## src/rtl/stack_pkg.sv

```systemverilog
// Shared types and constants for the data-stack sequencer.
package stack_pkg;

    localparam int DW_DEFAULT        = 3;
    localparam int MEM_DEPTH_DEFAULT = 8;
    localparam int AW_DEFAULT        = 3;

    typedef enum logic [2:0] {
        OP_NOP  = 3'd0,
        OP_PUSH = 3'd1,
        OP_DROP = 3'd2,
        OP_DUP  = 3'd3,
        OP_SWAP = 3'd4,
        OP_OVER = 3'd5,
        OP_NIP  = 3'd6,
        OP_CLR  = 3'd7
    } op_e;

    typedef enum logic [1:0] {
        ST_IDLE  = 2'd0,
        ST_FETCH = 2'd1,
        ST_FILL  = 2'd2
    } state_e;

    // Minimum stack depth each opcode needs before it may execute.
    localparam logic [1:0] REQ_NOP  = 2'd0;
    localparam logic [1:0] REQ_PUSH = 2'd0;
    localparam logic [1:0] REQ_DROP = 2'd1;
    localparam logic [1:0] REQ_DUP  = 2'd1;
    localparam logic [1:0] REQ_SWAP = 2'd2;
    localparam logic [1:0] REQ_OVER = 2'd2;
    localparam logic [1:0] REQ_NIP  = 2'd2;
    localparam logic [1:0] REQ_CLR  = 2'd0;

    function automatic logic [1:0] op_req_depth(input op_e op);
        logic [1:0] req;
        req = REQ_NOP;
        case (op)
            OP_PUSH: req = REQ_PUSH;
            OP_DROP: req = REQ_DROP;
            OP_DUP:  req = REQ_DUP;
            OP_SWAP: req = REQ_SWAP;
            OP_OVER: req = REQ_OVER;
            OP_NIP:  req = REQ_NIP;
            OP_CLR:  req = REQ_CLR;
            default: req = REQ_NOP;
        endcase
        return req;
    endfunction

    function automatic logic op_grows(input op_e op);
        return (op == OP_PUSH) || (op == OP_DUP) || (op == OP_OVER);
    endfunction

endpackage

```

## src/rtl/stack_depth_chk.sv

```systemverilog
// Combinational depth guard: decides whether an opcode may execute at the current depth.
module stack_depth_chk
    import stack_pkg::*;
#(
    parameter int AW        = AW_DEFAULT,
    parameter int MEM_DEPTH = MEM_DEPTH_DEFAULT
) (
    input  logic [2:0]    op_i,
    input  logic [AW+1:0] depth_i,
    output logic          exec_o,
    output logic          ovf_hit_o,
    output logic          unf_hit_o
);

    localparam logic [AW+1:0] DEPTH_FULL = (AW+2)'(MEM_DEPTH + 2);

    op_e        op_w;
    logic [1:0] req_w;

    always_comb begin
        op_w      = op_e'(op_i);
        req_w     = op_req_depth(op_w);
        unf_hit_o = depth_i < (AW+2)'(req_w);
        ovf_hit_o = !unf_hit_o && op_grows(op_w) && (depth_i == DEPTH_FULL);
        exec_o    = !unf_hit_o && !ovf_hit_o;
    end

endmodule

```

## src/rtl/stack_seq.sv

```systemverilog
// Data-stack sequencer: drives T/N load strobes and the spill/fill RAM below them.
// Build option STACK_ERR_TRAP_EN makes ovf/unf sticky and blocks all ops but CLR while set.
module stack_seq
    import stack_pkg::*;
#(
    parameter int DW        = DW_DEFAULT,
    parameter int MEM_DEPTH = MEM_DEPTH_DEFAULT,
    parameter int AW        = AW_DEFAULT
) (
    input  logic          clk,
    input  logic          rst_n,
    input  logic          op_valid,
    output logic          op_ready,
    input  logic [2:0]    op,
    input  logic [DW-1:0] lit,
    input  logic [DW-1:0] t_q,
    input  logic [DW-1:0] n_q,
    output logic [DW-1:0] t_in,
    output logic          t_f,
    output logic [DW-1:0] n_in,
    output logic          n_f,
    output logic [AW-1:0] mem_addr,
    output logic          mem_we,
    output logic [DW-1:0] mem_wdata,
    input  logic [DW-1:0] mem_rdata,
    output logic [AW+1:0] depth,
    output logic          ovf,
    output logic          unf
);

    localparam logic [AW+1:0] DEPTH_TWO = (AW+2)'(2);

    state_e        state_q, state_d;
    logic [AW:0]   sp_q, sp_d;
    logic [AW+1:0] depth_q, depth_d;
    logic [DW-1:0] t_in_q, t_in_d;
    logic          t_f_q, t_f_d;
    logic [DW-1:0] n_in_q, n_in_d;
    logic          n_f_q, n_f_d;
    logic [AW-1:0] mem_addr_q, mem_addr_d;
    logic          mem_we_q, mem_we_d;
    logic [DW-1:0] mem_wdata_q, mem_wdata_d;
    logic          ovf_q, ovf_d;
    logic          unf_q, unf_d;

    op_e           op_w;
    logic          accept_w;
    logic          exec_w, ovf_hit_w, unf_hit_w;
    logic [AW:0]   sp_dec_w;

    stack_depth_chk #(
        .AW        (AW),
        .MEM_DEPTH (MEM_DEPTH)
    ) u_depth_chk (
        .op_i      (op),
        .depth_i   (depth_q),
        .exec_o    (exec_w),
        .ovf_hit_o (ovf_hit_w),
        .unf_hit_o (unf_hit_w)
    );

    always_comb begin
        op_w = op_e'(op);
`ifdef STACK_ERR_TRAP_EN
        op_ready = (state_q == ST_IDLE) && (!(ovf_q || unf_q) || (op_w == OP_CLR));
`else
        op_ready = (state_q == ST_IDLE);
`endif
        accept_w = op_valid && op_ready;
        sp_dec_w = sp_q - (AW+1)'(1);
    end

    always_comb begin
        state_d     = state_q;
        sp_d        = sp_q;
        depth_d     = depth_q;
        t_in_d      = t_in_q;
        t_f_d       = 1'b0;
        n_in_d      = n_in_q;
        n_f_d       = 1'b0;
        mem_addr_d  = mem_addr_q;
        mem_we_d    = 1'b0;
        mem_wdata_d = mem_wdata_q;
`ifdef STACK_ERR_TRAP_EN
        ovf_d       = ovf_q;
        unf_d       = unf_q;
`else
        ovf_d       = 1'b0;
        unf_d       = 1'b0;
`endif

        case (state_q)
            ST_IDLE: begin
                if (accept_w) begin
                    ovf_d = ovf_d | ovf_hit_w;
                    unf_d = unf_d | unf_hit_w;
                    if (exec_w) begin
                        case (op_w)
                            OP_PUSH, OP_DUP, OP_OVER: begin
                                // N spills to RAM only once both T and N hold live entries.
                                if (depth_q >= DEPTH_TWO) begin
                                    mem_we_d    = 1'b1;
                                    mem_addr_d  = sp_q[AW-1:0];
                                    mem_wdata_d = n_q;
                                    sp_d        = sp_q + (AW+1)'(1);
                                end
                                n_in_d  = t_q;
                                n_f_d   = 1'b1;
                                depth_d = depth_q + (AW+2)'(1);
                                if (op_w == OP_PUSH) begin
                                    t_in_d = lit;
                                    t_f_d  = 1'b1;
                                end else if (op_w == OP_OVER) begin
                                    t_in_d = n_q;
                                    t_f_d  = 1'b1;
                                end
                            end
                            OP_SWAP: begin
                                t_in_d = n_q;
                                t_f_d  = 1'b1;
                                n_in_d = t_q;
                                n_f_d  = 1'b1;
                            end
                            OP_DROP, OP_NIP: begin
                                if (op_w == OP_DROP) begin
                                    t_in_d = n_q;
                                    t_f_d  = 1'b1;
                                end
                                depth_d = depth_q - (AW+2)'(1);
                                // RAM holds entries below N: refill N from the top of RAM.
                                if (depth_q > DEPTH_TWO) begin
                                    mem_addr_d = sp_dec_w[AW-1:0];
                                    state_d    = ST_FETCH;
                                end
                            end
                            OP_CLR: begin
                                sp_d    = '0;
                                depth_d = '0;
`ifdef STACK_ERR_TRAP_EN
                                ovf_d   = 1'b0;
                                unf_d   = 1'b0;
`endif
                            end
                            default: ;
                        endcase
                    end
                end
            end
            ST_FETCH: begin
                state_d = ST_FILL;
            end
            ST_FILL: begin
                n_in_d  = mem_rdata;
                n_f_d   = 1'b1;
                sp_d    = sp_dec_w;
                state_d = ST_IDLE;
            end
            default: begin
                state_d = ST_IDLE;
            end
        endcase
    end

    always_ff @(posedge clk) begin
        if (!rst_n) begin
            state_q     <= ST_IDLE;
            sp_q        <= '0;
            depth_q     <= '0;
            t_in_q      <= '0;
            t_f_q       <= 1'b0;
            n_in_q      <= '0;
            n_f_q       <= 1'b0;
            mem_addr_q  <= '0;
            mem_we_q    <= 1'b0;
            mem_wdata_q <= '0;
            ovf_q       <= 1'b0;
            unf_q       <= 1'b0;
        end else begin
            state_q     <= state_d;
            sp_q        <= sp_d;
            depth_q     <= depth_d;
            t_in_q      <= t_in_d;
            t_f_q       <= t_f_d;
            n_in_q      <= n_in_d;
            n_f_q       <= n_f_d;
            mem_addr_q  <= mem_addr_d;
            mem_we_q    <= mem_we_d;
            mem_wdata_q <= mem_wdata_d;
            ovf_q       <= ovf_d;
            unf_q       <= unf_d;
        end
    end

    assign t_in      = t_in_q;
    assign t_f       = t_f_q;
    assign n_in      = n_in_q;
    assign n_f       = n_f_q;
    assign mem_addr  = mem_addr_q;
    assign mem_we    = mem_we_q;
    assign mem_wdata = mem_wdata_q;
    assign depth     = depth_q;
    assign ovf       = ovf_q;
    assign unf       = unf_q;

endmodule

```

## config.mk

```make
export PLATFORM = sky130hd
export DESIGN_NAME = stack_seq
export DESIGN_NICKNAME = d
export VERILOG_FILES = /design/src/rtl/stack_pkg.sv /design/src/rtl/stack_depth_chk.sv /design/src/rtl/stack_seq.sv
export SDC_FILE = /design/constraint.sdc
export NUM_CORES = 1
export LEC_CHECK = 0
export BUFFER_PORTS_ARGS = -buffer_cell sky130_fd_sc_hd__buf_2
export CAP_MARGIN = 40
export CORE_ASPECT_RATIO = 2
export CORE_MARGIN = 2
export CORE_UTILIZATION = 40
export CTS_CLUSTER_DIAMETER = 200
export DETAILED_ROUTE_END_ITERATION = 8
export PLACE_DENSITY = 0.64
export SLEW_MARGIN = 20
export SYNTH_ARGS = -nofsm -noshare
export SYNTH_HDL_FRONTEND = slang
export SYNTH_SLANG_ARGS = --single-unit
```

## constraint.sdc

```tcl
create_clock -name clk -period 2.45 [get_ports clk]
set_input_delay 0 -clock clk [delete_from_list [all_inputs] [get_ports clk]]
set_output_delay 0 -clock clk [all_outputs]
set_load 0.03 [all_outputs]
```

==> out/metrics.yaml, run 1 <==
grt:
  antenna_found_initial: 0
  overflow: 0
  grt_max_degree: 25
  grt_pass1_vias: 1437
  gr-usage-all-layers: 0.183
  grt_pass1_wl_um: 6470
sta:
  tns_ps: 0
  min_period_ps: 2140
  clock.fmax_mhz: 468
  timing.hold.ws_ps: 11.2
  clock_skew_ps: 9.81
  rsz0062_at_grt: "false"
  timing.final.hold_violations: 0
  slew_viol_final: 0
  setup_viol: 0
  period_share: 0.872
  relSlewSlack: 0.665
  tightest_slew_ps: 501
synth:
  synthCells: 187
  netlist_area_um2: 1590
  synth_nets: 212
  ys_seq_area_frac: 0.341
  synth_seq_cells: 27
  synth_edf_count: 0
  syn_avg_cell_area_um2: 8.48
  synth_ff_type: "dfxtp_1"
  yosysWarningCount: 0
  synthArstFlopShare: 0
  synth_cell_types: 41
status:
  outcome: "finished clean"
placed_design:
  place_hpwl_um: 3040
  place_congestion: 0.882
  io_buffers: 40
  dp.cells: 280
detailed_routing:
  drc: 0
  wl_per_cell_um: 13.5
  drtAntennaViolNets: 0
  vias: 1502
  via_per_inst: 5.22
  routed_wl_um: 3900
  initialDrtViolationCount: 31
  first_pass_iters: 3
worst_hold_path:
  min_path_type: "in2reg"
clock_network:
  root_buffer: "clkbuf_8"
  cts_hold_buffers: 4
  cts_tree: "built"
  cts_buffers: 3
  clk_latency_ps: 280
  cts_htree_levels: 1
  ctsResizeCount: 0
  post-cts-setup-buffers: 0
  cts_sinks: 27
  path_clk_slew_ps: 100
  clockBufferDepth: 2
cells_and_area:
  layout_commonest_cell: "buf_2"
  fin_nets: 263
  area_delta_synth_final_pct: 23.9
  mostFrequentLayoutCells: "42 x buf_2, 27 x dfxtp_1, 22 x nand2_1"
  seqCellArea_um2: 541
  num_antenna_cells: 0
  nFillCells: 419
  drive_gt1_frac: 0.291
  final_cells: 288
  multi_input_area_um2: 941
pwr:
  leakage_nw: 0.866
  vdd_drop_max_mv: 0.360
  power_density_nw_per_um2: 539
  power_mw: 1.06
floorplan:
  die_area_um2: 4510
  fp-row-count: 32
  io_pins: 41
  core_area_um2: 3840
  die_w_um: 48.5
  start_util: 0.412
  die_h_um: 93.0
worst_setup_path:
  crit_arrival_ps: 2340
  startpoint_type: "flop"
  crit_required_ps: 2650
  crit_type: "reg2reg"
  worst_setup_path_end_kind: "flop"
  worst-path-max-fanout: 9
job:
  cap_violations: 0
==> cell usage after synthesis, types with 2 or more instances <==
| cell | instances | area share |
|---|---|---|
| a21oi_1 | 17 | 0.054 |
| clkbuf_1 | 6 | 0.014 |
| a311oi_1 | 6 | 0.033 |
| nand2_1 | 22 | 0.052 |
| o21ai_0 | 10 | 0.032 |
| buf_6 | 4 | 0.028 |
| nor2_1 | 12 | 0.028 |
| nor2b_1 | 3 | 0.012 |
| xnor2_1 | 3 | 0.017 |
| and3_1 | 3 | 0.012 |
| ha_1 | 6 | 0.047 |
| dfxtp_1 | 27 | 0.34 |
| inv_1 | 7 | 0.017 |
| o211ai_1 | 2 | 0.0095 |
| nor4b_1 | 2 | 0.011 |
| nand3_1 | 9 | 0.028 |
| or3_2 | 2 | 0.0095 |
| nor3_1 | 5 | 0.016 |
| xor2_1 | 3 | 0.017 |
| buf_2 | 2 | 0.0063 |
| nand2b_1 | 2 | 0.0079 |
| mux2i_1 | 13 | 0.082 |
| nor3b_1 | 3 | 0.014 |
==> critical path, cell delays in order, from the launching register on <==
cell and delay [ps]:
dfxtp_1 470, nand3b_1 190, nor4_1 70, buf_4 150
or3_1 490, or4_1 510, a31oi_1 170
==> power breakdown <==
group	leakage, nW	switching, mW	internal, mW
clock network	0.0217	0.147	0.116
registers	0.219	0.0153	0.463
logic	0.625	0.191	0.126
==> cell type report <==
type	count	area share
multi-input cells	141	0.479
flip-flops and latches	27	0.275
repair buffers	58	0.175
well taps	51	0.0325
clock buffers	3	0.0210
inverters	7	0.0134
clock inverters	1	0.00382
==> metal layers <==
metal,routed length (um),global-route usage,up-vias
met2,2280,0.362,17
met4,70,0.0905,0
met5,0,0,-
met3,74,0.0240,6
met1,1480,0.179,711
li1,-,-,768
==> final timing paths <==
path                              startpoint            to  slack (ps)  cells after the start
worst min-delay path            mem_rdata[0]       n_in[0]          10                      3
worst max register to register      depth[0]      depth[4]         310                      6
worst max-delay path                depth[0]      depth[4]         310                      6
worst min register to register  mem_wdata[0]  mem_wdata[0]         470                      2
==> registers in the layout, summed over array words and instances, names as in the netlist <==
| signal | cells |
|---|---|
| depth | 5 |
| ovf | 1 |
| mem_addr | 3 |
| state_q | 2 |
| t_f | 1 |
| t_in | 3 |
| mem_we | 1 |
| unf | 1 |
| sp_q | 3 |
| mem_wdata | 3 |
| n_f | 1 |
| n_in | 3 |
==> kinds of logic (layout without fill, tap and decap cells) <==
logic type / after synthesis / after routing / synth area share
AOI/OAI and AO/OA: 43 / 43 / 0.179
DFF: 27 / 27 / 0.341
adders and majority gates: 7 / 7 / 0.0600
xor gates and xnor gates: 6 / 6 / 0.0332
muxes: 14 / 14 / 0.0892
buffers and inverters: 19 / 69 / 0.0655
and+or+nand+nor: 71 / 71 / 0.232
==> stage by stage <==
step	utilization	cell area, um2	setup WS [ps]
CTS	0.511	1960	321
detailed placement	0.488	1880	360
finish	0.511	1960	314
floorplan	-	1590	303
global placement	0.482	1850	283
global route	0.511	1960	159
Power figures use the tool's default switching activity.
==> inputs of run 2 (changes only) <==
--- a/config.mk
+++ b/config.mk
@@ -5,14 +5,14 @@
 export SDC_FILE = /design/constraint.sdc
 export NUM_CORES = 1
 export LEC_CHECK = 0
-export BUFFER_PORTS_ARGS = -buffer_cell sky130_fd_sc_hd__buf_2
 export CAP_MARGIN = 40
 export CORE_ASPECT_RATIO = 2
 export CORE_MARGIN = 2
 export CORE_UTILIZATION = 40
 export CTS_CLUSTER_DIAMETER = 200
 export DETAILED_ROUTE_END_ITERATION = 8
-export PLACE_DENSITY = 0.64
+export DONT_BUFFER_PORTS = 1
+export PLACE_DENSITY = 0.55
 export SLEW_MARGIN = 20
 export SYNTH_ARGS = -nofsm -noshare
 export SYNTH_HDL_FRONTEND = slang
==> constraint.sdc (replaced) <==
create_clock -name clk -period 2.5 [get_ports clk]
set_input_delay 0 -clock clk [delete_from_list [all_inputs] [get_ports clk]]
set_output_delay 0 -clock clk [all_outputs]
set_load 0.03 [all_outputs]
==> run 2 against run 1 <==
Against the previous run:
- die area unchanged
- maximum frequency decreased by 2.6%
- worst setup slack got worse by 7.6 ps
- cell area decreased by 5.5%
- via count decreased by 1.8%
- first-iteration DRC count increased by 77%
- largest power group unchanged
==> out/metrics.yaml, run 2 (synthesized netlist as in run 1, its figures left out) <==
status:
  outcome: "finished clean"
worst_setup_path:
  rr_worst_depth: 7  # +1
  startpoint_type: "flop"
  r2r_setup_slack_ps: 310  # about the same
  rr_endpoint: "depth[4]"
  cpMaxStageDelayCell: "dfxtp_1"
  worst-path-max-fanout: 9  # unchanged
  r2r-start: "depth[0]"
  crit_arrival_ps: 2400  # +60 ps
  crit_chain: "inv_1 > fa_1 > nand2b_1 > a21oi_1 > xnor2_1 > or4_1 > a31oi_1"
  worst_setup_path_end_kind: "flop"
  max_stage_delay_ps: 510  # about the same
  crit_type: "reg2reg"
  crit_required_ps: 2700  # +50 ps
clock_network:
  cts_tree: "built"
  ctsResizeCount: 0  # unchanged
  path_clk_slew_ps: 100  # about the same
  cts_htree_levels: 1  # unchanged
  clk_latency_ps: 280  # about the same
  cts_buffers: 3  # unchanged
  cts_sinks: 27  # unchanged
  clockBufferDepth: 2  # unchanged
  root_buffer: "clkbuf_8"
placed_design:
  place_ws_ps: 328  # -31.5 ps
  io_buffers: 0  # -100%
  place_congestion: 0.883  # +0.15%
  place_hpwl_um: 3260  # +7.0%
cells_and_area:
  mostFrequentLayoutCells: "27 x dfxtp_1, 22 x nand2_1, 17 x a21oi_1"
  largest_reg_flops: 5  # unchanged
  fin_nets: 232  # -12%
  num_antenna_cells: 0  # unchanged
  final_util: 0.483  # -0.0283
  area_delta_synth_final_pct: 17.0
  drive_gt1_frac: 0.126  # -0.165
  layout_commonest_cell: "dfxtp_1"
sta:
  clock.fmax_mhz: 456  # -2.6%
  timing.hold.ws_ps: 14.1  # +2.87 ps
  tns_ps: 0  # unchanged
  timing.final.hold_violations: 0  # unchanged
  relSlewSlack: 0.446  # -0.219
  setup_viol: 0  # unchanged
  setup_slack_ps: 307  # -7.65 ps
  clock_skew_ps: 3.90  # -5.91 ps
  rsz0062_at_grt: "false"
  min_period_ps: 2190  # +57.6 ps
  slew_viol_final: 0  # unchanged
  period_share: 0.877  # +0.00563
  tightest_slew_ps: 829  # +328 ps
detailed_routing:
  drc: 0  # unchanged
  routed_wl_um: 4550  # +17%
  vias: 1475  # -1.8%
  initialDrtViolationCount: 55  # +77%
  via_per_inst: 5.74  # +10%
  first_pass_iters: 4  # +1
  wl_per_cell_um: 17.7  # +31%
  drtAntennaViolNets: 0  # unchanged
floorplan:
  die_area_um2: 4510  # unchanged
  start_util: 0.412  # unchanged
  core_area_um2: 3840  # unchanged
  fp-row-count: 32  # unchanged
  die_h_um: 93.0  # unchanged
  die_w_um: 48.5  # unchanged
  io_pins: 41  # unchanged
worst_hold_path:
  hold_path_depth: 3  # unchanged
  hp-start: "op[1]"
  holdPathEnd: "state_q[0]"
  min_path_type: "in2reg"
grt:
  antenna_found_initial: 0  # unchanged
  overflow: 0  # unchanged
  grt_pass1_vias: 1494  # +4.0%
  grt_pass1_wl_um: 7180  # +11%
  grt_max_degree: 24  # -4.0%
  gr-usage-all-layers: 0.206  # +0.0231
job:
  cap_violations: 0  # unchanged
pwr:
  power_mw: 1.02  # -3.5%
  vdd_drop_max_mv: 0.308  # -15%
  power_density_nw_per_um2: 551  # +2.2%
  leakage_nw: 0.716  # -17%
-- run 2: cell types whose count changed in the layout (fill, tap and decap cells not counted), sizes merged --
cell	change
buf	-44
clkinvlp	-1
clkbuf	+2
dlygate4sd3	+12
clkinv	+1
clkdlybuf4s15	-1
-- run 2: final cells by class --
class / instances / area, um2
Fill cell: 412 / 1990
Tap cell: 51 / 63.8
Timing Repair Buffer: 27 / 238
Clock inverter: 1 / 5.00
Inverter: 7 / 26.3
Multi-Input combinational cell: 141 / 941
Clock buffer: 3 / 41.3
Sequential cell: 27 / 541
-- run 2: worst max path at each step --
stage | slack, ps | depth (start not counted) | to | start
floorplan | 350 | 6 | depth[4] | depth[1]
global placement | 390 | 7 | depth[4] | depth[0]
detailed placement | 330 | 7 | depth[4] | depth[0]
CTS | 300 | 7 | depth[4] | depth[0]
global route | 170 | 7 | depth[4] | depth[0]
finish | 310 | 7 | depth[4] | depth[0]
-- run 2: where the power goes --
part / switching, mW / leakage, nW / total, mW / internal [mW]
sequential: 0.0540 / 0.219 / 0.508 / 0.454
clock: 0.146 / 0.0255 / 0.258 / 0.112
combinational: 0.144 / 0.472 / 0.256 / 0.112
total: 0.344 / 0.716 / 1.02 / 0.678
-- run 2: repair_timing --
item / CTS / global route
endpoints found under the hold margin: 20 / 0
hold buffers: 16 / 0
buffers inserted: 0 / 0
-- run 2: through the flow --
stage | cells | area, um2
global route | 257 | 1860
detailed placement | 235 | 1640
CTS | 255 | 1850
floorplan | 187 | 1590
global placement | 235 | 1640
finish | 257 | 1860
-- run 2: per-layer routing --
layer	wire length, um	part of all wire	vias to the layer above	GRT usage
met2	2560	0.56	51	0.417
met3	198	0.044	13	0.0288
met5	0	0	-	0
met1	1650	0.36	706	0.194
li1	-	-	705	-
met4	142	0.031	0	0.100
-- run 2: worst max-delay path: cells and delay by family, from the launching register on --
family	cells	cell delay (ps)
XOR/XNOR	1	110
flip-flops	1	510
buffers and inverters	1	110
AO/OA/AOI/OAI	2	350
adder cells (fa/ha/maj)	1	460
AND/OR/NAND/NOR	2	570
==> inputs of run 3 (changes only) <==
--- a/config.mk
+++ b/config.mk
@@ -7,7 +7,6 @@
 export LEC_CHECK = 0
 export CAP_MARGIN = 40
 export CORE_ASPECT_RATIO = 2
-export CORE_MARGIN = 2
 export CORE_UTILIZATION = 40
 export CTS_CLUSTER_DIAMETER = 200
 export DETAILED_ROUTE_END_ITERATION = 8
==> constraint.sdc (replaced) <==
create_clock -name clk -period 2.52 [get_ports clk]
set_input_delay 0 -clock clk [delete_from_list [all_inputs] [get_ports clk]]
set_output_delay 0 -clock clk [all_outputs]
set_load 0.03 [all_outputs]
==> run 3 against run 2 <==
Against the previous run:
- the run now ends with negative hold slack left
- first-iteration DRC count decreased by 42%
- clock power increased by 2%
- routed wire length decreased by 4.3%
- die area decreased by 6.2%
- critical path type unchanged
==> out/metrics.yaml, run 3 (synthesized netlist as in run 1, its figures left out) <==
cells_and_area:
  fin_nets: 232  # unchanged
  drive_gt1_frac: 0.126  # unchanged
  fin_area_um2: 1850  # -0.20%
  area_delta_synth_final_pct: 16.8
  layout_commonest_cell: "dfxtp_1"
  mostFrequentLayoutCells: "27 x dfxtp_1, 22 x nand2_1, 17 x a21oi_1"
  nFillCells: 394  # -4.4%
  num_antenna_cells: 0  # unchanged
  final_cells: 257  # unchanged
  largest_reg_flops: 5  # unchanged
worst_setup_path:
  startpoint_type: "flop"
  max_stage_delay_ps: 510  # about the same
  crit_arrival_ps: 2390  # about the same
  crit_type: "reg2reg"
  crit_required_ps: 2730  # +30 ps
  worst_setup_path_end_kind: "flop"
  worst-path-max-fanout: 9  # unchanged
  crit_chain: "inv_1 > fa_1 > nand2b_1 > a21oi_1 > xnor2_1 > or4_1 > a31oi_1"
  path_buf_inv: 1  # unchanged
  critPathTopFamily: "simple AND/OR/NAND/NOR gates"
  cpMaxStageDelayCell: "dfxtp_1"
pwr:
  leakage_nw: 0.710  # -0.96%
  vdd_drop_max_mv: 0.372  # +21%
  power_density_nw_per_um2: 550  # -0.17%
detailed_routing:
  initialDrtViolationCount: 32  # -42%
  drtAntennaViolNets: 0  # unchanged
  wl_per_cell_um: 16.9  # -4.3%
  first_pass_iters: 4  # unchanged
  via_per_inst: 5.60  # -2.4%
  routed_wl_um: 4350  # -4.3%
  drc: 0  # unchanged
  vias: 1440  # -2.4%
clock_network:
  clockBufferDepth: 2  # unchanged
  path_clk_slew_ps: 100  # about the same
  root_buffer: "clkbuf_8"
  post-cts-setup-buffers: 0  # unchanged
  cts_buffers: 3  # unchanged
  cts_htree_levels: 1  # unchanged
  cts_tree: "built"
  clk_latency_ps: 280  # about the same
  cts_sinks: 27  # unchanged
sta:
  timing.final.hold_violations: 1  # +1
  period_share: 0.865  # -0.0121
  setup_slack_ps: 340  # +32.8 ps
  setup_viol: 0  # unchanged
  tightest_slew_ps: 796  # -33.3 ps
  relSlewSlack: 0.468  # +0.0223
  clock.fmax_mhz: 459  # +0.59%
  clock_skew_ps: 3.80  # -0.0970 ps
  rsz0062_at_grt: "false"
  min_period_ps: 2180  # -12.8 ps
  tns_ps: 0  # unchanged
  slew_viol_final: 0  # unchanged
  timing.hold.ws_ps: -6.64  # -20.7 ps
floorplan:
  die_w_um: 46.5  # -4.1%
  start_util: 0.417  # +0.00434
  io_pins: 41  # unchanged
  die_area_um2: 4230  # -6.2%
  core_area_um2: 3800  # -1.0%
  fp-row-count: 32  # unchanged
  die_h_um: 91.0  # -2.1%
placed_design:
  place_ws_ps: 338  # +9.35 ps
  place_hpwl_um: 3140  # -3.5%
  place_congestion: 0.890  # +0.82%
  place_area_um2: 1640  # +0.23%
  io_buffers: 0  # unchanged
  dp.cells: 236  # +0.43%
job:
  cap_violations: 0  # unchanged
worst_hold_path:
  min_path_type: "in2reg"
grt:
  grt_pass1_wl_um: 7040  # -2.0%
  grt_pass1_vias: 1496  # +0.13%
  overflow: 0  # unchanged
  antenna_found_initial: 0  # unchanged
  gr-usage-all-layers: 0.224  # +0.0187
  grt_max_degree: 24  # unchanged
status:
  outcome: "finished, violations left"
  violations: "negative hold slack"
==> run 3: changes by cell type in the layout (fill, tap and decap cells not counted) <==
cell           delta
dlygate4sd3_1     -1
buf_1             +1
clkinv_2          -1
clkinvlp_4        +1
==> run 3: path summary, 6_finish.rpt <==
check                  end  depth (start not counted)  startpoint  slack [ps]
setup / recovery  depth[4]                          7    depth[1]         340
hold / removal     t_in[1]                          2      n_q[1]          -7
setup reg to reg  depth[4]                          7    depth[1]         340
hold reg to reg    sp_q[1]                          2     sp_q[1]         510
==> run 3: through the flow <==
stage                util  power [mW]  hold WS (ps)
global placement    0.431       0.734           135
global route        0.487        1.06          22.8
floorplan               -       0.698           130
detailed placement  0.432       0.736           153
CTS                 0.484        1.02          2.78
finish              0.487        1.02         -6.64
==> run 3: repair_timing <==
action	CTS	global route
hold endpoints to repair	19	0
resized for setup	0	0
hold buffers	15	0
==> run 3: cell type report <==
type                    count  area, um2  area share
clock buffers               3       41.3      0.0223
clock inverters             1       7.51     0.00405
inverters                   7       26.3      0.0142
multi-input cells         141        941       0.508
flip-flops and latches     27        541       0.292
well taps                  51       63.8      0.0345
repair buffers             27        231       0.125
==> run 3: layer usage <==
layer  wire (um)  vias to the layer above  GRT usage
li1            -                      705          -
met1        1560                      677      0.234
met2        2470                       50      0.413
met3         224                        8     0.0298
met4          93                        0     0.0809
met5           0                        -          0
==> run 3: report_power, final <==
part           internal [mW]  switching [mW]  total (mW)
clock network          0.113           0.150       0.263
logic                  0.110           0.141       0.251
registers              0.450          0.0534       0.504
